**config.mk**
```make
export PLATFORM = sky130hd
export DESIGN_NAME = riscv_trap_seq
export DESIGN_NICKNAME = d
export VERILOG_FILES = /design/src/rtl/riscv_trap_seq.sv
export SDC_FILE = /design/constraint.sdc
export NUM_CORES = 1
export LEC_CHECK = 0
export ABC_AREA = 0
export CORE_UTILIZATION = 40
export DETAILED_ROUTE_END_ITERATION = 8
export PLACE_DENSITY = 0.78
export SLEW_MARGIN = 5
export SYNTH_ARGS = -nofsm -noshare
export SYNTH_HDL_FRONTEND = slang
export SYNTH_SLANG_ARGS = --single-unit
```
**constraint.sdc**
```tcl
create_clock -name clk -period 1.95 [get_ports clk]
set_input_delay 0.39 -clock clk [delete_from_list [all_inputs] [get_ports clk]]
set_output_delay 0.39 -clock clk [all_outputs]
set_load 0.05 [all_outputs]
```
**src/rtl/riscv_trap_seq.sv**
```systemverilog
// Trap/return sequencer for the machine-mode CSR path.
// Saves mepc/mcause on a trap, fetches mtvec or mepc, then issues a one-cycle PC redirect.
module riscv_trap_seq #(
    parameter int                     WORD_LENGTH = 32,
    parameter logic [WORD_LENGTH-1:0] MEPC_ADDR   = 'h341,
    parameter logic [WORD_LENGTH-1:0] MCAUSE_ADDR = 'h342,
    parameter logic [WORD_LENGTH-1:0] MTVEC_ADDR  = 'h305
) (
    input  logic                   clk,
    input  logic                   rst_n,
    input  logic                   trap_req,
    input  logic [WORD_LENGTH-1:0] trap_cause,
    input  logic [WORD_LENGTH-1:0] trap_pc,
    input  logic                   mret_req,
    input  logic [WORD_LENGTH-1:0] csr_dout,
    output logic                   busy,
    output logic                   csr_write_en,
    output logic [WORD_LENGTH-1:0] csr_addr,
    output logic [WORD_LENGTH-1:0] csr_data,
    output logic                   redirect_valid,
    output logic [WORD_LENGTH-1:0] redirect_pc
);

    localparam logic [WORD_LENGTH-1:0] ALIGN_MASK = {{(WORD_LENGTH-2){1'b1}}, 2'b00};

    typedef enum logic [2:0] {
        IDLE,
        SAVE_EPC,
        SAVE_CAUSE,
        FETCH_VEC,
        LOAD_EPC,
        REDIRECT
    } state_t;

    state_t                 state, next_state;
    logic [WORD_LENGTH-1:0] pc_q, cause_q, tgt_q;

    always_ff @(posedge clk or negedge rst_n) begin
        if (!rst_n) begin
            state   <= IDLE;
            pc_q    <= '0;
            cause_q <= '0;
            tgt_q   <= '0;
        end else begin
            state <= next_state;
            if (state == IDLE && trap_req) begin
                pc_q    <= trap_pc;
                cause_q <= trap_cause;
            end
            // mtvec mode bits are ignored: only direct mode is supported
            if (state == FETCH_VEC || state == LOAD_EPC) begin
                tgt_q <= csr_dout & ALIGN_MASK;
            end
        end
    end

    always_comb begin
        next_state = state;
        case (state)
            IDLE: begin
                if (trap_req) begin
                    next_state = SAVE_EPC;
                end else if (mret_req) begin
                    next_state = LOAD_EPC;
                end
            end
            SAVE_EPC:   next_state = SAVE_CAUSE;
            SAVE_CAUSE: next_state = FETCH_VEC;
            FETCH_VEC:  next_state = REDIRECT;
            LOAD_EPC:   next_state = REDIRECT;
            REDIRECT:   next_state = IDLE;
            default:    next_state = IDLE;
        endcase
    end

    // Outputs depend only on the registered state and the latched registers
    always_comb begin
        busy           = (state != IDLE);
        csr_write_en   = 1'b0;
        csr_addr       = '0;
        csr_data       = '0;
        redirect_valid = 1'b0;
        redirect_pc    = '0;
        case (state)
            SAVE_EPC: begin
                csr_write_en = 1'b1;
                csr_addr     = MEPC_ADDR;
                csr_data     = pc_q & ALIGN_MASK;
            end
            SAVE_CAUSE: begin
                csr_write_en = 1'b1;
                csr_addr     = MCAUSE_ADDR;
                csr_data     = cause_q;
            end
            FETCH_VEC: csr_addr = MTVEC_ADDR;
            LOAD_EPC:  csr_addr = MEPC_ADDR;
            REDIRECT: begin
                redirect_valid = 1'b1;
                redirect_pc    = tgt_q;
            end
            default: ;
        endcase
    end

endmodule
```
# After elaboration in Yosys (flattened, before gate mapping)
# Index checks and enable logic that the tools add are counted.
[word_totals] out_inout_bits=99 mem_bits_ro=0 wordCells=25 latch_bits=0 ram_bits=0 mem_count=0 register_bits=97
[classes] n_div=0 magnitude_cmp=0 n_mul=0 n_reduce_logical=7 eq_ne=6 muxes=8 add_sub_neg=0 shifts=0 bitwise=0
[ops] operator="$pmux 32 s2" n=1
[ops] operator="$mux 32" n=1
[ops] operator="$pmux 10 s3" n=1
[ops] operator="$pmux 3 s4" n=1
[ops] operator="$eq 3x2->1 const B" n=2
[ops] operator="$eq 3x3->1 const B" n=2
[ops] operator="$mux 3" n=2
[ops] operator="$reduce_or 2->1" n=3
[ops] operator="$eq 3x1->1 const B" n=1
[ops] operator="$logic_not 3->1" n=1
[ops] operator="$ne 3x3->1 const B" n=1
[ops] operator="$reduce_bool 3->1" n=1
[ops] operator="$mux 1" n=2
[ops] operator="$logic_and 1x1->1" n=1
[ops] operator="$logic_or 1x1->1" n=1

# Logic depth before layout (Yosys ltp)
# Gate-level depths: netlist (run 1).
[depth] ltp_word=3 ltp_mapped=6 ltp_nobuf=3

# Worst setup path before layout (run 1)
# Ideal clock, no wire load.
[synth_path] kind="register -> output" startpoint="reg state[2]" endpoint="out csr_addr[9]" n_path_buf=4 path_slack_ns=-0.536 path_stages_with_launch=6 t_arrival_ns=2.096 cell_sequence="dfrtp_1 > buf_6 > clkbuf_1 > clkbuf_1 > xnor2_1 > buf_4"
[synth_between] elab_chain_len=3 elab_cells_between_ends=6 classes_between="4 x eq/ne; 1 x mux; 1 x reduce/logical"
[synth_lines] item="from (decl)" line_no="35" text="state_t state, next_state;"
[synth_lines] item="from (signal assigned)" line_no="45" text="state <= next_state;"
[synth_lines] item="$eq 3x3->1 or $eq 3x1->1 (tied branches)" line_no="84" text="case (state)"
[synth_lines] item="$reduce_or 2->1 (no source line)"
[synth_lines] item="$pmux 10 s3 *" line_no="84"
[synth_lines] item="to (decl)" line_no="18" text="output logic [WORD_LENGTH-1:0] csr_addr,"
# Every way passes the cells marked *; elsewhere a longest branch is shown, timed or not.

# Final worst setup path (run 1)
[layout_path] startpoint="reg state[0]" endpoint="out csr_data[15]"
[layout_between] elab_chain_len=2 elab_cells_between_ends=3 classes_between="2 x eq/ne; 1 x mux"
[layout_lines] item="$eq 3x2->1 or $eq 3x1->1 (tied branches)" line_no="84"
[layout_lines] item="$pmux 32 s2 *" line_no="84"
[layout_lines] item="to (decl)" line_no="19" text="output logic [WORD_LENGTH-1:0] csr_data,"
# Marked as above.

==> results.py, run 1 <==
metrics = {
    "worst_setup_path": {
        "cpPeakStageDelay_ns": 0.43,
        "critPathRequiredTime_ns": 1.56,
        "worst_path_max_delay_cell": "dfrtp_2",
        "critical_path.cell_chain": "nor2b_4, buf_12, a22oi_1, nor2_2, buf_12",
        "reg2regPathDepth": 5,
        "cp-start-kind": "flip-flop",
        "critPathMostFrequentCell": "buf_12",
        "end_kind": "primary output",
        "path_buf_inv": 2,
        "worstPathArrival_ns": 1.72,
        "r2r_start": "state[2]$_DFFE_PN0P_",
        "r2r-end": "pc_q[13]$_DFFE_PN0P_",
        "crit_type": "reg -> out",
        "cpLargestDelayFamily": "simple AND/OR/NAND/NOR gates",
        "regToRegSetupSlack_ns": 0.04,
        "critPathMaxFanout": 23,
    },
    "synth": {
        "ys_ff_latch": 95,
        "ys_warn_count": 0,
        "seq_area_frac_synth_pct": 42.19,
        "syn-cell-area_sq_um": 5634,
        "postSynth.asyncResetShare_pct": 100.0,
        "synth_top_area_cell": "dfrtp_1",
        "synth_top_area_share_pct": 42.19,
        "ys_types": 31,
        "synth_edf_count": 0,
        "synth_area_per_cell_sq_um": 11.03,
        "syn_inst": 511,
        "synth_flop_cell": "dfrtp_1",
        "synth_area_leaders": "dfrtp_1 42%, mux2_4 16%, a211o_1 4.7%, o311ai_0 4.7%, a22oi_1 4.0%",
    },
    "drt": {
        "post_drt_wl_per_cell_microns": 20.40,
        "drt-pass1-iter-count": 6,
        "num_vias": 4955,
        "drt_iter0_drc": 588,
        "antenna_left": 0,
        "wl_mm": 17.46,
        "drc_errors": 0,
        "via_per_inst": 5.789,
    },
    "cts": {
        "numClockSinks": 95,
        "clk_path_buf_depth": 2,
        "clk_latency_ns": 0.35,
        "numCtsBuffers": 9,
        "cts_root_buffer": "clkbuf_16",
        "path_clk_slew_ns": 0.08,
        "htreeDepth": 3,
        "cts_tree": "done",
    },
    "global_route": {
        "grt_pass1_vias": 5002,
        "grt_max_degree": 47,
        "met1_usage_pct": 29.92,
        "grtUsageMet3_pct": 4.811,
        "grt_first_pass_wirelength_mm": 27.37,
        "grt_overflow": 0,
        "track_usage_pct": 24.41,
        "antenna_found_initial": 0,
        "top_usage_layer": "met2",
        "grt_util_met2_pct": 39.73,
    },
    "timing": {
        "final_max_slew_viol_count": 0,
        "slew_headroom_pct": 64.98,
        "hold_viol": 1,
        "setup_violations": 67,
        "fin_ws_ns": -0.1611,
        "finalCritPeriodShare_pct": 108.3,
        "fin_crit_ns": 2.111,
        "fin_skew_ns": 0.01007,
        "rsz0062_at_grt": "yes",
        "tns_ns": -6.807,
        "timing.fmax_ghz": 0.4737,
        "worstMarginPinSlew_ns": 0.5254,
        "hold_slack_ns": -0.0002810,
    },
    "die": {
        "core_sq_um": 13830,
        "dieArea_sq_um": 14560,
        "die_h_microns": 120.7,
        "ios": 199,
        "core.rowCount": 43,
        "start_util_pct": 40.75,
        "die_w_microns": 120.7,
    },
    "place": {
        "port-buffer-count": 166,
        "globalplace.congestion": 0.7734,
        "hpwl_mm": 10.74,
    },
    "flow_run": {
        "cap_violations": 0,
    },
    "power_and_ir_drop": {
        "irDropWorstVdd_uv": 1187,
        "leakage_nw": 3.697,
        "powerDensity_nw_per_um2": 1957,
    },
    "final_layout": {
        "num_antenna_cells": 0,
        "seq_area_sq_um": 2384,
        "fill_cells": 933,
        "area_growth_pct": 63.74,
        "drive_gt1_share_pct": 41.57,
        "multiInputGateArea_sq_um": 3239,
        "nNetsFinal": 771,
        "fin_util_pct": 66.72,
    },
    "run_status": {
        "status": "finished, violations left",
        "failed_checks": "hold timing, setup timing",
    },
    "hold_path": {
        "hp-class": "in -> async",
    },
}
==> layer usage <==
layer  vias to the layer above  part of all wire, %
met2                       237                   51
met4                         0                  4.9
met1                      2462                   38
met3                        57                  6.1
li1                       2199                    -
met5                         -                    0
==> Yosys cell counts (all sizes together), types with 30 or more instances <==
cell type	number
o22ai	31
o311ai	30
and3	30
nor2	35
a21oi	31
mux2	62
nand3b	30
buf	46
a22oi	30
dfrtp	95
clkbuf	42
a211o	30
==> state kept, by name, indices dropped and copies added (netlist names) <==
register and flops:
state 3, tgt_q 30, pc_q 30, cause_q 32
==> worst max-delay path by stage <==
stage | slack (ns) | depth (start not counted) | start | to
after CTS | -0.20 | 5 | state[0]$_DFFE_PN0P_ | csr_data[6]
after detailed placement | 0.07 | 5 | trap_req | pc_q[13]$_DFFE_PN0P_
after floorplan | -0.10 | 5 | state[0]$_DFFE_PN0P_ | csr_addr[9]
after global routing | -0.23 | 5 | state[0]$_DFFE_PN0P_ | csr_data[14]
final | -0.16 | 5 | state[0]$_DFFE_PN0P_ | csr_data[15]
after global placement | 0.08 | 5 | trap_req | pc_q[13]$_DFFE_PN0P_
==> cells by family (layout without fill, tap and decap cells) <==
logic type,after synthesis,in the layout,synth area share [%]
compound gates,156,156,20.05
simple gates,106,106,11.21
mux,62,62,16.39
xor+xnor,1,1,0.1555
other cells,1,28,0.06656
buf+inv,90,228,9.927
flops,95,95,42.19
==> where the power goes <==
group | switching [mW] | internal (mW)
Combinational | 6.24 | 6.10
Clock | 0.842 | 1.06
Sequential | 0.809 | 3.00
Total | 7.89 | 10.2
==> timing repair <==
| action | in CTS | in global routing |
|---|---|---|
| gates cloned | 7 | 3 |
| buffers inserted | 8 | 5 |
| hold buffers | 0 | 0 |
| endpoints found under the setup margin | 68 | 73 |
| pin swaps | 6 | 5 |
| gates resized for setup | 54 | 10 |
==> metrics by stage <==
step	hold WS (ns)	setup WS, ns	power, mW	area (sq um)	instances
final	-0.0002810	-0.1611	18.05	9225	856
after global routing	0.03245	-0.2328	18.86	9225	856
after global placement	0.3821	0.08319	14.36	8245	817
after floorplan	0.09441	-0.1006	10.63	5944	538
after detailed placement	0.3957	0.06605	14.71	8245	817
after CTS	0.005432	-0.2013	17.72	9061	848
==> cells in the final DEF, fill, tap and decap left out, types with 23 or more instances in the layout <==
cell type / count
a211o_1: 30
buf_12: 78
nand3b_1: 30
o22ai_1: 31
clkdlybuf4s50_1: 94
dfrtp_1: 92
and3_4: 30
a22oi_1: 24
nor2_4: 23
o311ai_0: 30
a21oi_1: 31
conb_1: 28
mux2_4: 60
==> final cells by class <==
type	count	share of cell area, %
Tap cell	180	2.441
Clock inverter	6	0.8545
Clock buffer	10	2.591
Timing Repair Buffer	210	33.08
Multi-Input combinational cell	353	35.11
Sequential cell	95	25.84
Inverter	2	0.08138
Note: power is estimated with default switching activity, not from simulation.
==> inputs of run 2 (changes only) <==
GPL_ROUTABILITY_DRIVEN = 0   (was unset)
TNS_END_PERCENT = 20   (was unset)
==> run 2 against run 1 <==
Against the previous run: the run still ends with hold timing, setup timing left; worst setup slack better by 0.0058 ns; critical path depth is 1 lower; clock power hardly changed; largest cell class unchanged; largest power group unchanged; highest routed layer unchanged.
==> results.py, run 2 (same netlist as run 1, synthesis figures left out) <==
metrics = {
    "run_status": {
        "status": "finished, violations left",
        "failed_checks": "hold timing, setup timing",
    },
    "worst_setup_path": {
        "reg2regPathDepth": 5,
        "cpLargestDelayFamily": "flip-flops",
        "path_buf_inv": 2,
        "critPathMaxFanout": 17,
        "critPathRequiredTime_ns": 1.56,
        "cp-start-kind": "flip-flop",
        "end_kind": "primary output",
        "worstPathArrival_ns": 1.72,
        "cp_num_cells": 4,
        "worst_path_max_delay_cell": "dfrtp_2",
        "critical_path.cell_chain": "nor2b_4, buf_4, and3_1, buf_12",
        "cpPeakStageDelay_ns": 0.48,
        "crit_type": "reg -> out",
    },
    "drt": {
        "via_per_inst": 5.663,
        "wl_mm": 15.55,
        "antenna_left": 0,
        "drc_errors": 0,
        "num_vias": 4763,
        "drt-pass1-iter-count": 4,
        "drt_iter0_drc": 446,
        "post_drt_wl_per_cell_microns": 18.49,
    },
    "final_layout": {
        "top_regs": "cause_q x32, pc_q x30, tgt_q x30",
        "final_common_cell": "clkdlybuf4s50_1",
        "finalInstanceArea_sq_um": 8597,
        "fin_cells": 841,
        "num_antenna_cells": 0,
        "largest_reg_flops": 32,
        "drive_gt1_share_pct": 34.04,
        "fill_cells": 1038,
        "top_register": "cause_q",
        "mostFrequentLayoutCells": "94 x clkdlybuf4s50_1, 92 x dfrtp_1, 75 x buf_12",
        "nNetsFinal": 756,
        "area_growth_pct": 52.59,
        "fin_util_pct": 62.18,
    },
    "cts": {
        "cts_tree": "done",
        "clk_path_buf_depth": 2,
        "clk_latency_ns": 0.35,
        "htreeDepth": 3,
        "numClockSinks": 95,
        "ctsHoldBuffers": 0,
        "cts_root_buffer": "clkbuf_16",
        "path_clk_slew_ns": 0.07,
        "numCtsBuffers": 9,
    },
    "place": {
        "hpwl_mm": 10.61,
        "dpl_cell_area_sq_um": 8178,
        "port-buffer-count": 166,
        "dpl_worst_slack_ns": 0.03061,
        "place_inst": 823,
    },
    "die": {
        "start_util_pct": 40.75,
        "core_sq_um": 13830,
        "ios": 199,
        "die_w_microns": 120.7,
        "dieArea_sq_um": 14560,
        "die_h_microns": 120.7,
        "core.rowCount": 43,
    },
    "timing": {
        "fin_crit_ns": 2.105,
        "tns_ns": -6.892,
        "final_max_slew_viol_count": 0,
        "fin_ws_ns": -0.1553,
        "worstMarginPinSlew_ns": 0.7043,
        "fin_skew_ns": 0.005604,
        "slew_headroom_pct": 53.05,
        "timing.fmax_ghz": 0.4750,
        "setup_violations": 68,
        "hold_viol": 9,
        "rsz0062_at_grt": "yes",
        "finalCritPeriodShare_pct": 108.0,
        "hold_slack_ns": -0.005902,
    },
    "power_and_ir_drop": {
        "total_power_mw": 16.60,
        "powerDensity_nw_per_um2": 1931,
        "leakage_nw": 3.570,
        "irDropWorstVdd_uv": 1388,
    },
    "global_route": {
        "grt_first_pass_wirelength_mm": 25.29,
        "antenna_found_initial": 0,
        "track_usage_pct": 22.23,
        "grt_pass1_vias": 4891,
        "grt_max_degree": 46,
        "grt_overflow": 0,
    },
    "flow_run": {
        "cap_violations": 0,
    },
    "hold_path": {
        "hp-class": "in -> async",
    },
}
run 2: cell types whose count changed in the layout (fill, tap and decap cells not counted), moves of 6 or more:
| cell | change |
|---|---|
| and3_4 | -28 |
| and3_1 | +28 |
| nor2_2 | +17 |
| nor2_4 | -19 |
| a22oi_2 | -6 |
| buf_16 | -7 |
| a22oi_1 | +6 |
run 2: what timing repair did:
item,4_1_cts,5_1_grt
setup buffers,1,0
cloned,1,0
resized for setup,12,5
endpoints found under the setup margin,70,95
pin swaps,1,0
run 2: final cells by class:
class / count / area (sq um) / area share [%]
clock buffer: 9 / 225.2 / 2.620
clock inverter: 7 / 83.83 / 0.9751
inverter: 2 / 7.507 / 0.08732
multi-input combinational: 353 / 2952 / 34.33
sequential: 95 / 2384 / 27.73
tap: 180 / 225.2 / 2.620
timing repair buffer: 195 / 2720 / 31.64
run 2: routing by layer:
layer  vias up  global-route usage [%]  routed length (microns)  part of all wire, %
met3        20                   5.849                     1058                  6.8
met5         -                       0                        0                    0
met1      2388                   27.31                     6308                   41
li1       2160                       -                        -                    -
met2       195                   37.50                     7885                   51
met4         0                   7.948                      294                  1.9
run 2: report_power, final:
part | total [mW] | switching [mW] | internal [mW] | leakage (nW)
Sequential | 3.75 | 0.751 | 3.00 | 1.09
Clock | 1.87 | 0.846 | 1.02 | 0.155
Combinational | 11.0 | 5.69 | 5.29 | 2.33
run 2: final timing paths:
kind	start	endpoint	slack [ns]
min in group clk	pc_q[4]$_DFFE_PN0P_	pc_q[4]$_DFFE_PN0P_	0.51
max in group asynchronous	rst_n	pc_q[22]$_DFFE_PN0P_	1.28
worst max-delay path	state[1]$_DFFE_PN0P_	redirect_pc[22]	-0.16
worst min-delay path	rst_n	cause_q[15]$_DFFE_PN0P_	-0.006
worst max register to register	state[0]$_DFFE_PN0P_	tgt_q[17]$_DFFE_PN0P_	0.08
worst min register to register	pc_q[4]$_DFFE_PN0P_	pc_q[4]$_DFFE_PN0P_	0.51
==> inputs of run 3 (changes only) <==
CAP_MARGIN = 20   (was unset)
CTS_BUF_LIST = sky130_fd_sc_hd__clkbuf_16   (was unset)
PLACE_DENSITY = 0.8   (was 0.78)
==> run 3 against run 2 <==
Against the previous run: the flow still finishes with violations (hold timing, setup timing); clock-buffer cell count unchanged; clock skew grew 0.0017 ns; cell area up 3.9%; clock power down 5%; combinational power rose by 5%; flip-flop and latch count unchanged; sequential power grew 1%; total power is 3.5% higher; via count increased by 0.90%; worst setup slack got worse by 0.011 ns; largest power group unchanged; highest routed layer unchanged.
==> results.py, run 3 (same netlist as run 1, synthesis figures left out) <==
metrics = {
    "run_status": {
        "status": "finished, violations left",
        "failed_checks": "hold timing, setup timing",
    },
    "die": {
        "dieArea_sq_um": 14560,
        "die_w_microns": 120.7,
        "core.rowCount": 43,
        "start_util_pct": 40.75,
        "ios": 199,
        "die_h_microns": 120.7,
        "core_sq_um": 13830,
    },
    "global_route": {
        "met1_usage_pct": 27.90,
        "antenna_found_initial": 0,
        "top_usage_layer": "met2",
        "grt_overflow": 0,
        "grtUsageMet3_pct": 4.009,
        "grt_max_degree": 46,
        "track_usage_pct": 21.38,
        "grt_pass1_vias": 4794,
        "grt_first_pass_wirelength_mm": 24.78,
        "grt_util_met2_pct": 35.27,
    },
    "cts": {
        "clk_path_buf_depth": 2,
        "htreeDepth": 3,
        "cts_root_buffer": "clkbuf_16",
        "numClockSinks": 95,
        "cts_tree": "done",
        "clk_latency_ns": 0.34,
        "ctsHoldBuffers": 0,
        "numCtsBuffers": 9,
        "path_clk_slew_ns": 0.07,
    },
    "final_layout": {
        "area_growth_pct": 58.61,
        "num_antenna_cells": 0,
        "largest_reg_flops": 32,
        "nNetsFinal": 767,
        "top_regs": "cause_q x32, pc_q x30, tgt_q x30",
        "fin_util_pct": 64.63,
        "top_register": "cause_q",
        "mostFrequentLayoutCells": "94 x clkdlybuf4s50_1, 92 x dfrtp_1, 78 x buf_12",
        "final_common_cell": "clkdlybuf4s50_1",
        "drive_gt1_share_pct": 41.67,
    },
    "drt": {
        "drt_iter0_drc": 434,
        "via_per_inst": 5.641,
        "num_vias": 4806,
        "post_drt_wl_per_cell_microns": 18.44,
        "wl_mm": 15.71,
        "drc_errors": 0,
        "antenna_left": 0,
        "drt-pass1-iter-count": 5,
    },
    "timing": {
        "final_max_slew_viol_count": 0,
        "fin_skew_ns": 0.007341,
        "setup_violations": 64,
        "fin_ws_ns": -0.1660,
        "slew_headroom_pct": 54.18,
        "finalCritPeriodShare_pct": 108.5,
        "timing.fmax_ghz": 0.4726,
        "fin_crit_ns": 2.116,
        "rsz0062_at_grt": "yes",
        "hold_slack_ns": -0.01981,
        "tns_ns": -5.991,
        "hold_viol": 4,
        "worstMarginPinSlew_ns": 0.6872,
    },
    "power_and_ir_drop": {
        "irDropWorstVdd_uv": 1243,
        "leakage_nw": 3.594,
        "powerDensity_nw_per_um2": 1923,
        "total_power_mw": 17.18,
    },
    "worst_setup_path": {
        "crit_type": "reg -> out",
        "end_kind": "primary output",
        "cpPeakStageDelay_ns": 0.46,
        "worst_path_max_delay_cell": "dfrtp_2",
        "critPathMaxFanout": 7,
        "critical_path.cell_chain": "nor2b_4, buf_12, buf_12, o21ba_4, nand2b_4, buf_12",
        "critPathMostFrequentCell": "buf_12",
        "cp-start-kind": "flip-flop",
        "worstPathArrival_ns": 1.73,
        "critPathRequiredTime_ns": 1.56,
    },
    "hold_path": {
        "hp-class": "in -> async",
    },
    "flow_run": {
        "cap_violations": 0,
    },
    "place": {
        "hpwl_mm": 10.48,
        "port-buffer-count": 166,
    },
}
-- run 3: changes by cell type in the layout (fill, tap and decap cells not counted), sizes merged --
cell | previous run | this run
inv | 6 | 3
buf | 100 | 109
clkbuf | 9 | 12
bufbuf | 1 | 0
clkinvlp | 0 | 2
clkinv | 2 | 3
-- run 3: final cells by class --
cell class | count | area, sq um
multi-input combinational | 353 | 3173
clock buffer | 9 | 225.2
clock inverter | 7 | 73.82
tap | 180 | 225.2
sequential | 95 | 2384
fill | 991 | 4891
inverter | 2 | 11.26
timing repair buffer | 206 | 2844
-- run 3: worst paths after layout --
check	slack [ns]	from	end	depth (start not counted)
hold reg to reg	0.51	pc_q[13]$_DFFE_PN0P_	pc_q[13]$_DFFE_PN0P_	1
min in group clk	0.51	pc_q[13]$_DFFE_PN0P_	pc_q[13]$_DFFE_PN0P_	1
max in group asynchronous	1.35	rst_n	tgt_q[29]$_DFFE_PN0P_	2
setup / recovery	-0.17	state[0]$_DFFE_PN0P_	csr_addr[6]	6
hold / removal	-0.02	rst_n	tgt_q[22]$_DFFE_PN0P_	1
setup reg to reg	0.07	state[1]$_DFFE_PN0P_	pc_q[5]$_DFFE_PN0P_	5
-- run 3: critical path, delay by kind of cell, from the launching register on --
kind | cells | cell delay, ns
AO/OA/AOI/OAI | 1 | 0.19
buffers and inverters | 3 | 0.42
AND/OR/NAND/NOR | 2 | 0.30
flip-flops | 1 | 0.46
-- run 3: repair_timing --
item                       CTS  global route
setup endpoints to repair   70            69
buffers inserted             1             5
pin swaps                    5             7
resized for setup           22            48
hold endpoints to repair     0             0
cloned                       0             3
-- run 3: stage by stage --
stage / hold WS, ns / worst slack (ns) / area, sq um / cells
final: -0.01981 / -0.1660 / 8936 / 852
after global routing: 0.007680 / -0.2259 / 8936 / 852
after CTS: 0.0007311 / -0.1500 / 8593 / 844
after detailed placement: 0.3644 / 0.03228 / 8183 / 827
after global placement: 0.3474 / 0.02729 / 8183 / 827
after floorplan: 0.09441 / -0.1006 / 5854 / 538
-- run 3: report_power, final --
group	internal (mW)	leakage (nW)	total [mW]	switching (mW)
Combinational	5.70	2.36	11.6	5.89
Sequential	3.00	1.09	3.80	0.808
Clock	1.00	0.146	1.78	0.783
Total	9.70	3.59	17.2	7.48
-- run 3: per-layer routing --
| layer | vias up | routed length (microns) |
|---|---|---|
| met5 | - | 0 |
| met4 | 0 | 253 |
| met3 | 22 | 822 |
| met2 | 206 | 7942 |
| met1 | 2385 | 6692 |
| li1 | 2193 | - |
